--- config.mk ---
export PLATFORM = sky130hd
export DESIGN_NAME = maquina_preparo_flat
export DESIGN_NICKNAME = d
export VERILOG_FILES = /design/src/rtl/maquina_pkg.sv /design/src/rtl/maquina_preparo_if.sv /design/src/rtl/contador_passo.sv /design/src/rtl/maquina_preparo.sv /design/src/flat_wrapper.sv
export SDC_FILE = /design/constraint.sdc
export NUM_CORES = 1
export LEC_CHECK = 0
export ABC_AREA = 1
export CORE_MARGIN = 4
export CORE_UTILIZATION = 35
export CTS_CLUSTER_DIAMETER = 60
export DETAILED_ROUTE_END_ITERATION = 10
export HOLD_SLACK_MARGIN = 0.06
export PLACE_DENSITY = 0.6
export SYNTH_ARGS = -nofsm -noshare
export SYNTH_HDL_FRONTEND = slang
export SYNTH_HIERARCHICAL = 1
export SYNTH_SLANG_ARGS = --single-unit
--- constraint.sdc ---
create_clock -name clk_i -period 1.9 [get_ports clk_i]
set_input_delay 0.38 -clock clk_i [delete_from_list [all_inputs] [get_ports clk_i]]
set_output_delay 0.38 -clock clk_i [all_outputs]
set_load 0.03 [all_outputs]
--- src/rtl/maquina_pkg.sv ---
// Constants shared by the drink selector and the preparation controller.
// Holds the drink codes, the status codes and the preparation state encoding.
package maquina_pkg;

   localparam logic [3:0] COD_EXP   = 4'b0001;
   localparam logic [3:0] COD_LEITE = 4'b0010;
   localparam logic [3:0] COD_CHA   = 4'b0011;
   localparam logic [3:0] COD_CAPP  = 4'b0100;

   localparam logic [1:0] ST_ANALISE      = 2'b00;
   localparam logic [1:0] ST_ESCOLHA      = 2'b01;
   localparam logic [1:0] ST_ESCOLHEU     = 2'b11;
   localparam logic [1:0] ST_NAO_ESCOLHEU = 2'b10;

   typedef enum logic [2:0] {
      StOcioso,
      StCaptura,
      StAgua,
      StCafe,
      StLeite,
      StCha,
      StFim,
      StAguarda
   } prep_state_e;

   function automatic int unsigned max_u(input int unsigned a, input int unsigned b);
      return (a > b) ? a : b;
   endfunction

endpackage

--- src/rtl/maquina_preparo_if.sv ---
// Status/display link from the selector plus the preparation controller outputs.
// The selector side (or a bench) uses master; the preparation controller uses slave.
interface maquina_preparo_if;

   logic [1:0] status;
   logic [3:0] bebida;
   logic       timer;
   logic       valv_agua;
   logic       dose_cafe;
   logic       dose_leite;
   logic       dose_cha;
   logic       ocupado;
   logic       pronto;
   logic       erro;

   modport master (
      output status,
      output bebida,
      input  timer,
      input  valv_agua,
      input  dose_cafe,
      input  dose_leite,
      input  dose_cha,
      input  ocupado,
      input  pronto,
      input  erro
   );

   modport slave (
      input  status,
      input  bebida,
      output timer,
      output valv_agua,
      output dose_cafe,
      output dose_leite,
      output dose_cha,
      output ocupado,
      output pronto,
      output erro
   );

endinterface

--- src/rtl/contador_passo.sv ---
// Loadable down-counter with a zero flag; load wins over decrement.
// Decrementing stops at zero, so an idle counter simply parks there.
module contador_passo #(
   parameter int unsigned Width = 4
) (
   input  logic             clk_i,
   input  logic             rst_ni,
   input  logic             load_i,
   input  logic [Width-1:0] load_val_i,
   input  logic             dec_i,
   output logic             zero_o
);

   logic [Width-1:0] count_q, count_d;

   always_comb begin
      count_d = count_q;
      if (load_i) begin
         count_d = load_val_i;
      end else if (dec_i && (count_q != '0)) begin
         count_d = count_q - Width'(1);
      end
   end

   always_ff @(posedge clk_i or negedge rst_ni) begin
      if (!rst_ni) begin
         count_q <= '0;
      end else begin
         count_q <= count_d;
      end
   end

   assign zero_o = (count_q == '0);

endmodule

--- src/rtl/maquina_preparo.sv ---
// Drink-preparation controller: captures an accepted selection, runs its timed
// dosing recipe, and pulses the selector's Timer input after a long idle spell.
module maquina_preparo
   import maquina_pkg::*;
#(
   parameter int unsigned T_AGUA    = 8,
   parameter int unsigned T_CAFE    = 4,
   parameter int unsigned T_LEITE   = 4,
   parameter int unsigned T_CHA     = 6,
   parameter int unsigned T_TIMEOUT = 20
) (
   input logic               clk_i,
   input logic               rst_ni,
   maquina_preparo_if.slave  bus
);

   localparam int unsigned MaxDur = max_u(max_u(2 * T_LEITE, T_AGUA),
                                          max_u(max_u(T_CHA, T_CAFE), T_TIMEOUT));
   localparam int unsigned CntW   = $clog2(MaxDur + 1);

   localparam logic [CntW-1:0] DurAgua  = CntW'(T_AGUA - 1);
   localparam logic [CntW-1:0] DurCafe  = CntW'(T_CAFE - 1);
   localparam logic [CntW-1:0] DurLeite = CntW'(T_LEITE - 1);
   localparam logic [CntW-1:0] DurCapp  = CntW'(2 * T_LEITE - 1);
   localparam logic [CntW-1:0] DurCha   = CntW'(T_CHA - 1);
   // The arming cycle counts as the first idle cycle, hence minus two.
   localparam logic [CntW-1:0] DurIdle  = CntW'(T_TIMEOUT - 2);

   prep_state_e     state_q, state_d;
   logic [1:0]      status_q;
   logic [3:0]      bebida_q, cod_q, cod_d;
   logic            erro_q, erro_d, timer_q, timer_d;
   logic            idle_arm_q, idle_arm_d;
   logic            step_load, step_dec, step_zero;
   logic [CntW-1:0] step_val;
   logic            idle_load, idle_dec, idle_zero;
   logic [CntW-1:0] idle_val;
   logic            escolheu_new, abandono_new, idle_run;

   assign escolheu_new = (bus.status == ST_ESCOLHEU) && (status_q != ST_ESCOLHEU);
   assign abandono_new = (bus.status == ST_NAO_ESCOLHEU) && (status_q != ST_NAO_ESCOLHEU);
   assign idle_run     = ((bus.status == ST_ANALISE) || (bus.status == ST_ESCOLHA)) &&
                         (bus.bebida == bebida_q);

   always_comb begin
      state_d    = state_q;
      cod_d      = cod_q;
      erro_d     = 1'b0;
      timer_d    = 1'b0;
      idle_arm_d = 1'b0;
      step_load  = 1'b0;
      step_val   = '0;
      step_dec   = 1'b0;
      // Idle counter is held cleared unless it is actively counting.
      idle_load  = 1'b1;
      idle_val   = '0;
      idle_dec   = 1'b0;

      unique case (state_q)
         StOcioso: begin
            if (escolheu_new) begin
               state_d = StCaptura;
               cod_d   = bus.bebida;
            end else if (abandono_new) begin
               erro_d  = 1'b1;
               state_d = StAguarda;
            end else if (idle_run) begin
               if (!idle_arm_q) begin
                  idle_val   = DurIdle;
                  idle_arm_d = 1'b1;
               end else if (idle_zero) begin
                  timer_d = 1'b1;
               end else begin
                  idle_load  = 1'b0;
                  idle_dec   = 1'b1;
                  idle_arm_d = 1'b1;
               end
            end
         end
         StCaptura: begin
            case (cod_q)
               COD_EXP, COD_LEITE, COD_CHA: begin
                  state_d   = StAgua;
                  step_load = 1'b1;
                  step_val  = DurAgua;
               end
               COD_CAPP: begin
                  state_d   = StCafe;
                  step_load = 1'b1;
                  step_val  = DurCafe;
               end
               default: begin
                  erro_d  = 1'b1;
                  state_d = StAguarda;
               end
            endcase
         end
         StAgua: begin
            if (!step_zero) begin
               step_dec = 1'b1;
            end else begin
               step_load = 1'b1;
               if (cod_q == COD_CHA) begin
                  state_d  = StCha;
                  step_val = DurCha;
               end else begin
                  state_d  = StCafe;
                  step_val = DurCafe;
               end
            end
         end
         StCafe: begin
            if (!step_zero) begin
               step_dec = 1'b1;
            end else if (cod_q == COD_EXP) begin
               state_d = StFim;
            end else begin
               state_d   = StLeite;
               step_load = 1'b1;
               step_val  = (cod_q == COD_CAPP) ? DurCapp : DurLeite;
            end
         end
         StLeite, StCha: begin
            if (!step_zero) begin
               step_dec = 1'b1;
            end else begin
               state_d = StFim;
            end
         end
         StFim: state_d = StAguarda;
         StAguarda: begin
            if (abandono_new) begin
               erro_d = 1'b1;
            end else if (bus.status != ST_ESCOLHEU) begin
               state_d = StOcioso;
            end
         end
         default: state_d = StOcioso;
      endcase
   end

   always_ff @(posedge clk_i or negedge rst_ni) begin
      if (!rst_ni) begin
         state_q    <= StOcioso;
         status_q   <= ST_ESCOLHEU;
         bebida_q   <= '0;
         cod_q      <= '0;
         erro_q     <= 1'b0;
         timer_q    <= 1'b0;
         idle_arm_q <= 1'b0;
      end else begin
         state_q    <= state_d;
         status_q   <= bus.status;
         bebida_q   <= bus.bebida;
         cod_q      <= cod_d;
         erro_q     <= erro_d;
         timer_q    <= timer_d;
         idle_arm_q <= idle_arm_d;
      end
   end

   contador_passo #(
      .Width (CntW)
   ) u_passo (
      .clk_i      (clk_i),
      .rst_ni     (rst_ni),
      .load_i     (step_load),
      .load_val_i (step_val),
      .dec_i      (step_dec),
      .zero_o     (step_zero)
   );

   contador_passo #(
      .Width (CntW)
   ) u_ocioso (
      .clk_i      (clk_i),
      .rst_ni     (rst_ni),
      .load_i     (idle_load),
      .load_val_i (idle_val),
      .dec_i      (idle_dec),
      .zero_o     (idle_zero)
   );

   assign bus.valv_agua  = (state_q == StAgua);
   assign bus.dose_cafe  = (state_q == StCafe);
   assign bus.dose_leite = (state_q == StLeite);
   assign bus.dose_cha   = (state_q == StCha);
   assign bus.ocupado    = state_q inside {StCaptura, StAgua, StCafe, StLeite, StCha};
   assign bus.pronto     = (state_q == StFim);
   assign bus.erro       = erro_q;
   assign bus.timer      = timer_q;

endmodule
--- src/flat_wrapper.sv ---
// flat-port wrapper written by rule: the top's interface ports become plain ports
module maquina_preparo_flat import maquina_pkg::*;
#(
   parameter int unsigned T_AGUA    = 8,
   parameter int unsigned T_CAFE    = 4,
   parameter int unsigned T_LEITE   = 4,
   parameter int unsigned T_CHA     = 6,
   parameter int unsigned T_TIMEOUT = 20
)
  (clk_i, rst_ni, bus_status, bus_bebida, bus_timer, bus_valv_agua, bus_dose_cafe, bus_dose_leite, bus_dose_cha, bus_ocupado, bus_pronto, bus_erro);
  maquina_preparo_if bus_i ();
  input logic clk_i;
  input logic rst_ni;
  input wire logic [$bits(bus_i.status)-1:0] bus_status;
  input wire logic [$bits(bus_i.bebida)-1:0] bus_bebida;
  output wire logic [$bits(bus_i.timer)-1:0] bus_timer;
  output wire logic [$bits(bus_i.valv_agua)-1:0] bus_valv_agua;
  output wire logic [$bits(bus_i.dose_cafe)-1:0] bus_dose_cafe;
  output wire logic [$bits(bus_i.dose_leite)-1:0] bus_dose_leite;
  output wire logic [$bits(bus_i.dose_cha)-1:0] bus_dose_cha;
  output wire logic [$bits(bus_i.ocupado)-1:0] bus_ocupado;
  output wire logic [$bits(bus_i.pronto)-1:0] bus_pronto;
  output wire logic [$bits(bus_i.erro)-1:0] bus_erro;
  assign bus_i.status = bus_status;
  assign bus_i.bebida = bus_bebida;
  assign bus_timer = bus_i.timer;
  assign bus_valv_agua = bus_i.valv_agua;
  assign bus_dose_cafe = bus_i.dose_cafe;
  assign bus_dose_leite = bus_i.dose_leite;
  assign bus_dose_cha = bus_i.dose_cha;
  assign bus_ocupado = bus_i.ocupado;
  assign bus_pronto = bus_i.pronto;
  assign bus_erro = bus_i.erro;
  maquina_preparo #(.T_AGUA(T_AGUA), .T_CAFE(T_CAFE), .T_LEITE(T_LEITE), .T_CHA(T_CHA), .T_TIMEOUT(T_TIMEOUT)) u_core (.clk_i(clk_i), .rst_ni(rst_ni), .bus(bus_i));
endmodule
* Word-level counts from Yosys, hierarchy flattened *
Cells that the tools add are included.

storage, ports and cells
  bits in registers = 26

operators by class
  add/subtract/negate cells = 2
  equality and inequality tests = 24
  multiplexer cells = 60
  reduce and logical (&&, ||, !) cells = 21

operator list
  cell                                                                   number
  5-bit two-way mux                                                      12
  1-bit two-way mux                                                      31
  3-bit two-way mux                                                      10
  3-bit one-hot mux with 7 select lines                                  1
  5-bit one-hot mux with 3 select lines                                  1
  5-bit nonzero test                                                     3
  3-bit equality test, second input constant                             4
  3-bit one-hot mux with 2 select lines                                  2
  5-bit logical NOT                                                      2
  5-bit by 1-bit subtractor with 5-bit output, second input constant     2
  4-bit by 2-bit equality test with 1-bit output, second input constant  2
  2-bit by 1-bit != test with 1-bit output, second input constant        4
  2-bit != test, second input constant                                   4
  4-bit OR reduction                                                     2
  3-bit by 2-bit equality test with 1-bit output, second input constant  2
  1-bit one-hot mux with 3 select lines                                  2
  6-bit AND reduction                                                    1
  1-bit logical AND                                                      5
  2-bit equality test, second input constant                             2
  4-bit by 1-bit equality test with 1-bit output, second input constant  1
  4-bit by 3-bit equality test with 1-bit output, second input constant  1
  4-bit equality test                                                    1
  2-bit nonzero test                                                     2
  3-bit by 1-bit equality test with 1-bit output, second input constant  1
  other kinds (9)                                                        9

* Longest topological paths before layout *
Gate-level depths: netlist of run 1.

  depth in word-level cells = 10
  mapped depth = 13

* Modules after synthesis *
Netlist of run 1, hierarchy kept.

modules (own cells, without submodules)
  module           times used  cells each  area an instance (µm²)
  maquina_preparo  1           135         1,021.0
  contador_passo   2           46          335.3

* Worst setup path before layout of run 1 *
No wires, ideal clock.

  path kind = register to register
  start = register u_core.state_q[2]
  end = register u_core.u_passo.count_q[2]
  library setup time = 0.117 ns
  data arrival time = 1.723 ns
  required time = 1.783 ns
  setup slack = 0.060 ns
  cell stages (with the launch flop) = 10
  period minus slack after synthesis = 1.840 ns
  cells stage by stage = dfrtp_1 > buf_8 > nor3_2 > nand2_1 > nand2_1 > inv_2 > o21ai_0 > nand2_1 > nand2_1 > nand2_1

on the way
  elaborated cells between the ends (all ways) = 12
  those cells by class = eq/ne: 5; mux: 4; reduce/logical: 3

RTL lines
  what                                                            RTL line                source
  from (decl)                                                     maquina_preparo.sv:29   prep_state_e state_q, state_d;
  from (signal assigned)                                          maquina_preparo.sv:144  state_q <= StOcioso;
  from (signal assigned)                                          maquina_preparo.sv:152  state_q <= state_d;
  3-bit by 2-bit equality test with 1-bit output *                -
  named net bus_valv_agua                                         flat_wrapper.sv:17      output wire logic [$bits(bus_i.valv_agua)-1:0] bus_valv_agua;
  1-bit one-hot mux with 3 select lines *                         maquina_preparo.sv:59   unique case (state_q)
  named net u_core.step_load                                      maquina_preparo.sv:34   logic step_load, step_dec, step_zero;
  5-bit two-way mux / 2-bit nonzero test (equally long branches)  -
  to (signal assigned)                                            contador_passo.sv:29    count_q <= count_d;
  to (decl)                                                       contador_passo.sv:14    logic [Width-1:0] count_q, count_d;

The timed path passes the listed nets; every way through them passes the cells marked *.
A chain may end at the register's enable or synchronous reset.

* Worst setup path after layout of run 1 *
  start = register u_core.state_q[0]
  end = output port bus_valv_agua

on the way
  cells in the longest elaborated chain, start to end = 1

ends and longest elaborated chain
  what                                            RTL line                source
  3-bit by 2-bit equality test with 1-bit output  maquina_preparo.sv:184  assign bus.valv_agua = (state_q == StAgua);
  to (decl)                                       flat_wrapper.sv:17

No other way between the ends.

==> summary.md, run 1 <==
| Metric | Value |
|---|---|
| CP bufs+invs | `3` |
| Cells after Synth | `227` |
| Core Area | `4692 um2` |
| CTS buffer count | `3` |
| Clock latency on the worst-skew pair | `0.27 ns` |
| Hpwl dp | `2721 um` |
| Clk buf depth | `2` |
| Vias in the first global route | `1450` |
| Final RePlAce weighted congestion | `0.8197` |
| Grt ovf | `0` |
| Vias per inst | `4.588` |
| Syn_area_per_cell | `7.452 um2` |
| Clock root buffer | `clkbuf_8` |
| Worst-path clk slew | `0.09 ns` |
| Remaining DRCs | `0` |
| FF-to-FF End | `u_core/u_ocioso/count_q[0]$_DFFE_PN0P_` |
| Reg-to-Reg Start | `u_core/u_ocioso/count_q[0]$_DFFE_PN0P_` |
| Top Ports | `16` |
| Slowest-stage cell, CP | `dfrtp_1` |
| Area of the multi-input gates | `932.1 um2` |
| Die Height | `77.52 um` |
| H-tree levels | `1` |
| Worst Path Arrival | `1.37 ns` |
| Initial antenna violation count | `0` |
| Worst EP required | `1.52 ns` |
| FF+latch area | `655.6 um2` |
| Final core occ | `46.27%` |
| Fmax | `569.9 MHz` |
| Final hold vios | `0` |
| Status | `complete, no violations` |
| Die Width | `77.52 um` |
| Die ar. | `6009 um2` |
| Initial core utilization | `36.05%` |
| Static Leak | `1.119 nW` |
| CTS tree | `built` |
| Post-synth top cells | `nand2_1 (63), inv_1 (30), dfrtp_1 (24)` |
| Final period util | `92.35%` |
| Min-delay worst type | `input pin to async pin` |
| Hold slack final | `0.4686 ns` |
| Max-slew violations | `0` |
| Startpoint Class | `flop` |
| Cell taking the most area after synthesis | `dfrtp_1` |
| Synthesized cell area | `1692 um2` |
| Most common cell on crit path | `buf_4` |
| Via count | `1505` |
| Final nets | `285` |
| Seq/Total Area, Yosys | `38.61%` |
| EDFF count, synth | `0` |
| Quantity of I/O buffers inserted on ports | `15` |
| Top-count cell post-synth | `nand2_1` |
| CTS Sinks | `26` |
| Async set-or-reset flop fraction in the synthesized netlist | `100.0%` |
| Flop2flop setup slack | `0.18 ns` |
| Largest net degree at the start of global routing | `27` |
| Clock Skew | `0.001645 ns` |
| Top-area cell type share of the netlist area | `35.50%` |
| WS Path Type | `flop to primary output` |
| MaxCap Viol Count | `0` |
| Yosys warns | `6` |
| Area grow syn2layout | `28.33%` |
| Top Family by Delay on Critical Path | `buffers and inverters` |
| CP Max Fanout | `4` |
| Drt total wl | `3365 um` |
| TritonRoute pass-1 iters | `4` |
| Layout fillers | `492` |
| Post-synthesis register bit count | `26` |
| Critical path's largest stage delay | `0.44 ns` |
| Post-layout minimum cycle time | `1.755 ns` |
| Crit-path cells | `buf_4 > nor3_2 > buf_4 > buf_4` |
| DRT antenna net count | `0` |
| Worst vdd ir | `0.7679 mV` |
| Commonest register cell after synthesis | `dfrtp_1` |
| Top post-synthesis cells by area | `dfrtp_1 (36%), nand2_1 (14%), inv_1 (6.7%), nand3_1 (6.5%), nor2_1 (4.7%)` |
| Diode count | `0` |
| Crit. End Element | `primary output` |
| Synth unique cells | `28` |
| Final setup vio count | `0` |
| R2R depth | `11` |
| Total Routing Usage GR | `12.70%` |
| Wirelength per Cell | `10.26 um` |
| Layout cells sized above 1 | `28.83%` |
| Initial DRC count | `56` |
| Pwr/cell area | `1370 nW/um2` |
| First-pass GRT wire length | `6320 um` |
| Row cnt | `25` |
| Post-CTS Setup Bufs | `0` |
## power breakdown
part	internal [mW]	switching [mW]	total (mW)
clock network	0.186	0.182	0.368
logic	0.705	1.03	1.73
registers	0.714	0.163	0.876
## placed cells by master (no fill, tap or decap), types with 3 or more instances in the layout
cell type / count
nand2_1: 62
clkbuf_8: 4
o21ai_2: 5
clkdlybuf4s50_1: 9
dfrtp_1: 22
o21ai_1: 6
nor2_4: 3
nand2_4: 5
inv_2: 10
nor3_2: 3
nand2_2: 4
nor3_1: 4
inv_1: 27
buf_4: 29
conb_1: 5
nor2_1: 20
nor2_2: 4
o21ai_0: 10
nand3_1: 22
## state kept, by name (all words and copies together), names as in the netlist
register / flops
u_core/status_q: 2
u_core/state_q: 3
u_core/cod_q: 4
u_core/u_ocioso/count_q: 5
u_core/u_passo/count_q: 5
u_core/bus.erro: 1
u_core/bus.timer: 1
u_core/bebida_q: 4
u_core/idle_arm_q: 1
## timing repair
item	CTS	global route
hold buffers	0	0
cloned	0	0
endpoints found under the setup margin	2	9
resized for setup	2	13
pin swaps	0	3
## through the flow
step	setup slack (ns)	power [mW]	area [um2]	std cells	TNS, ns
after detailed placement	-0.1160	2.593	2087	324	-0.4945
final	0.1453	2.975	2171	328	0
after global routing	-0.0008216	3.298	2171	328	-0.0008216
after global placement	-0.1218	2.578	2087	324	-0.4633
after CTS	0.03462	2.965	2140	328	0
after floorplan	0.06029	2.084	1707	231	0
## cell families (layout without fill, tap and decap cells)
group                    after synthesis  in the layout  synth area share (%)
AND/OR/NAND/NOR                      133            133                 40.24
AO/OA/AOI/OAI                         26             26                 9.838
other                                  1              5                0.2217
buffers and inverters                 38             81                 9.098
flip-flops                            26             26                 38.61
adder cells (fa/ha/maj)                2              2                 1.479
XOR/XNOR                               1              1                0.5178
## metal layers
metal,up-vias,wire [um],GRT usage [%]
met2,14,1524,20.47
met3,4,86,2.204
met4,0,29,3.381
met5,-,0,0
met1,680,1726,17.53
li1,807,-,-
## worst max-delay path by stage
stage               slack [ns]  cells past startpoint                           from                                      to
global route           -0.0008                     10    u_core/cod_q[3]$_DFFE_PN0P_   u_core/u_passo/count_q[1]$_DFFE_PN0P_
floorplan                 0.06                      9  u_core/state_q[2]$_DFFE_PN0P_   u_core/u_passo/count_q[2]$_DFFE_PN0P_
CTS                       0.03                      5  u_core/state_q[2]$_DFFE_PN0P_                            bus_dose_cha
global placement         -0.12                     11                  bus_status[1]  u_core/u_ocioso/count_q[1]$_DFFE_PN0P_
finish                    0.15                      4  u_core/state_q[0]$_DFFE_PN0P_                           bus_valv_agua
detailed placement       -0.12                     11                  bus_status[1]  u_core/u_ocioso/count_q[1]$_DFFE_PN0P_
## area by class of cell
class                      count  area share [%]
clock buffer                   4           2.536
multi-input combinational    167           42.94
sequential                    26           30.20
inverter                      37           6.398
tap                           54           3.112
timing repair buffer          40           14.81
Power figures use the tool's default switching activity.
==> run 2, diff against run 1 <==
--- a/config.mk
+++ b/config.mk
@@ -12,6 +12,7 @@
 export DETAILED_ROUTE_END_ITERATION = 10
 export HOLD_SLACK_MARGIN = 0.06
 export PLACE_DENSITY = 0.6
+export SETUP_SLACK_MARGIN = 0.3
 export SYNTH_ARGS = -nofsm -noshare
 export SYNTH_HDL_FRONTEND = slang
 export SYNTH_HIERARCHICAL = 1
==> run 2 against run 1 <==
Final area increased by 17%. Register-to-register slack improved by 0.06 ns. Sequential share of layout area decreased by 4.4 points. Largest power group unchanged. Die area unchanged. First-iteration DRC count increased by 50%. Setup slack improved by 0.084 ns.
==> summary.md, run 2 (synthesized netlist as in run 1, its figures left out) <==
| Metric | Value |
|---|---|
| Clock latency on the worst-skew pair | `0.27 ns (about the same)` |
| Largest net degree at the start of global routing | `27 (unchanged)` |
| Initial antenna violation count | `0 (unchanged)` |
| Hpwl dp | `2626 um (-3.5%)` |
| Worst-path clk slew | `0.10 ns (about the same)` |
| Crit path to | `bus_valv_agua` |
| CTS buffer count | `3 (unchanged)` |
| Final nets | `309 (+8.4%)` |
| Core Area | `4692 um2 (unchanged)` |
| Setup WS post-layout | `0.2289 ns (+0.08358 ns)` |
| Worst vdd ir | `0.7827 mV (+1.9%)` |
| Final period util | `87.95% (-4.4 points)` |
| Most common cell after layout, fill and taps aside | `nand2_1` |
| RSZ-0062 raised after global routing | `true` |
| FF-to-FF End | `u_core/u_passo/count_q[0]$_DFFE_PN0P_` |
| Final hold vios | `0 (unchanged)` |
| CP Max Fanout | `4 (unchanged)` |
| H-tree levels | `1 (unchanged)` |
| Quantity of I/O buffers inserted on ports | `15 (unchanged)` |
| Final setup vio count | `0 (unchanged)` |
| R2R depth | `12 (+1)` |
| Total Routing Usage GR | `14.17% (+1.5 points)` |
| Initial core utilization | `36.05% (unchanged)` |
| Critical path's largest stage delay | `0.48 ns (+0.04 ns)` |
| Worst Setup SP | `u_core/state_q[0]$_DFFE_PN0P_` |
| Flop2flop setup slack | `0.24 ns (+0.06 ns)` |
| Drt total wl | `4109 um (+22%)` |
| DRT antenna net count | `0 (unchanged)` |
| Startpoint Class | `flop` |
| Grt ovf | `0 (unchanged)` |
| Commonest non-fill, non-tap cells in the layout | `nand2_1 (55), buf_4 (47), inv_1 (21), nand3_1 (21), dfrtp_1 (20)` |
| Remaining DRCs | `0 (unchanged)` |
| Wirelength per Cell | `11.67 um (+14%)` |
| Area grow syn2layout | `50.52%` |
| Status | `complete, no violations` |
| Overall power | `3.669 mW (+23%)` |
| CTS Hold Buffers Added | `0 (unchanged)` |
| FF+latch area | `658.1 um2 (+0.38%)` |
| Crit-path cells | `buf_4 > nor3_4 > buf_6` |
| Static Leak | `1.321 nW (+18%)` |
| Top Family by Delay on Critical Path | `flip-flops` |
| Area of the multi-input gates | `1069 um2 (+15%)` |
| Via count | `1646 (+9.4%)` |
| Fmax | `598.4 MHz (+5.0%)` |
| Vias in the first global route | `1587 (+9.4%)` |
| Hold Crit Depth | `1` |
| Clock Skew | `0.002138 ns (+0.0004935 ns)` |
| Reg-to-Reg Start | `u_core/state_q[2]$_DFFE_PN0P_` |
| Crit. End Element | `primary output` |
| Die Height | `77.52 um (unchanged)` |
| Die ar. | `6009 um2 (unchanged)` |
| Min-delay worst type | `input pin to flop` |
| Worst EP required | `1.52 ns (about the same)` |
| MaxCap Viol Count | `0 (unchanged)` |
| Clock root buffer | `clkbuf_8` |
| Number of cells on the critical path | `3 (-1)` |
| CTS tree | `built` |
| First-pass GRT wire length | `6900 um (+9.2%)` |
| Slowest-stage cell, CP | `dfrtp_2` |
| Post-layout minimum cycle time | `1.671 ns (-0.08358 ns)` |
| CTS Sinks | `26 (unchanged)` |
| Die Width | `77.52 um (unchanged)` |
| Final RePlAce weighted congestion | `0.8233 (+0.44%)` |
| Pwr/cell area | `1441 nW/um2 (+5.2%)` |
| Row cnt | `25 (unchanged)` |
| Place WS | `-0.2182 ns (-0.1022 ns)` |
| TritonRoute pass-1 iters | `6 (+2)` |
| Worst Path Arrival | `1.29 ns (-0.08 ns)` |
| Layout cells sized above 1 | `43.29% (+14 points)` |
| Top Ports | `16 (unchanged)` |
| Diode count | `0 (unchanged)` |
| Fin Setup TNS | `0 ns (unchanged)` |
| Initial DRC count | `84 (+50%)` |
| CP bufs+invs | `2 (-1)` |
| Layout fillers | `426 (-13%)` |
| Max-slew violations | `0 (unchanged)` |
| Vias per inst | `4.676 (+1.9%)` |
| Clk buf depth | `2 (unchanged)` |
| WS Path Type | `flop to primary output` |
| Biggest regs | `u_core/u_ocioso/count_q: 5 flops, u_core/u_passo/count_q: 5 flops` |
[run 2: cell count changes in the layout (fill, tap and decap cells not counted), moves of 4 or more]
cell | before | now
nand2_1 | 62 | 55
nor2_1 | 20 | 15
clkdlybuf4s50_1 | 9 | 2
inv_1 | 27 | 21
nor2_4 | 3 | 9
nand2_2 | 4 | 8
buf_6 | 0 | 8
buf_4 | 29 | 47
dlygate4sd2_1 | 1 | 7
[run 2: timing repair]
action	CTS	global route
resized for setup	39	30
endpoints found under the setup margin	18	16
cloned	0	0
pin swaps	12	21
buffers inserted	18	16
[run 2: layout make-up]
cell class	count	share of cell area, %
clock buffer	3	1.622
clock inverter	1	1.179
inverter	37	6.143
multi-input combinational	167	41.97
sequential	26	25.85
tap	54	2.654
timing repair buffer	64	20.59
[run 2: layer usage]
layer,track usage (%),share of wire (%)
met2,24.35,51
met4,3.381,0.92
met3,2.668,2.6
met5,0,0
met1,18.31,45
[run 2: report_power, final]
part	total [mW]	internal [mW]	switching, mW
logic	2.29	1.02	1.27
registers	0.905	0.717	0.188
clock network	0.474	0.282	0.192
[run 2: stage by stage]
step | hold WS, ns | cell area (um2) | utilization [%] | instances
global placement | 0.4877 | 2046 | 43.60 | 314
finish | 0.3647 | 2546 | 54.27 | 352
global route | 0.3375 | 2546 | 54.27 | 352
CTS | 0.3585 | 2330 | 49.65 | 336
detailed placement | 0.4816 | 2046 | 43.60 | 314
floorplan | 0.08441 | 1743 | - | 231
[run 2: worst reg2reg max path, delay by kind of cell (launching register included)]
| kind | cells | cell delay, ns |
|---|---|---|
| AND/OR/NAND/NOR | 6 | 0.64 |
| flip-flops | 1 | 0.45 |
| buffers and inverters | 4 | 0.40 |
| AO/OA/AOI/OAI | 2 | 0.11 |
[run 2: how the worst min path moves through the flow]
stage / slack (ns) / startpoint / to
6_report: 0.36 / bus_bebida[3] / u_core/bebida_q[3]$_DFF_PN0_
2_1_floorplan: 0.08 / rst_ni / u_core/bebida_q[0]$_DFF_PN0_
4_1_cts: 0.36 / bus_bebida[0] / u_core/bebida_q[0]$_DFF_PN0_
3_3_place_gp: 0.49 / u_core/u_ocioso/count_q[4]$_DFFE_PN0P_ / u_core/u_ocioso/count_q[4]$_DFFE_PN0P_
5_1_grt: 0.34 / bus_bebida[0] / u_core/bebida_q[0]$_DFF_PN0_
3_5_place_dp: 0.48 / u_core/u_ocioso/count_q[4]$_DFFE_PN0P_ / u_core/u_ocioso/count_q[4]$_DFFE_PN0P_
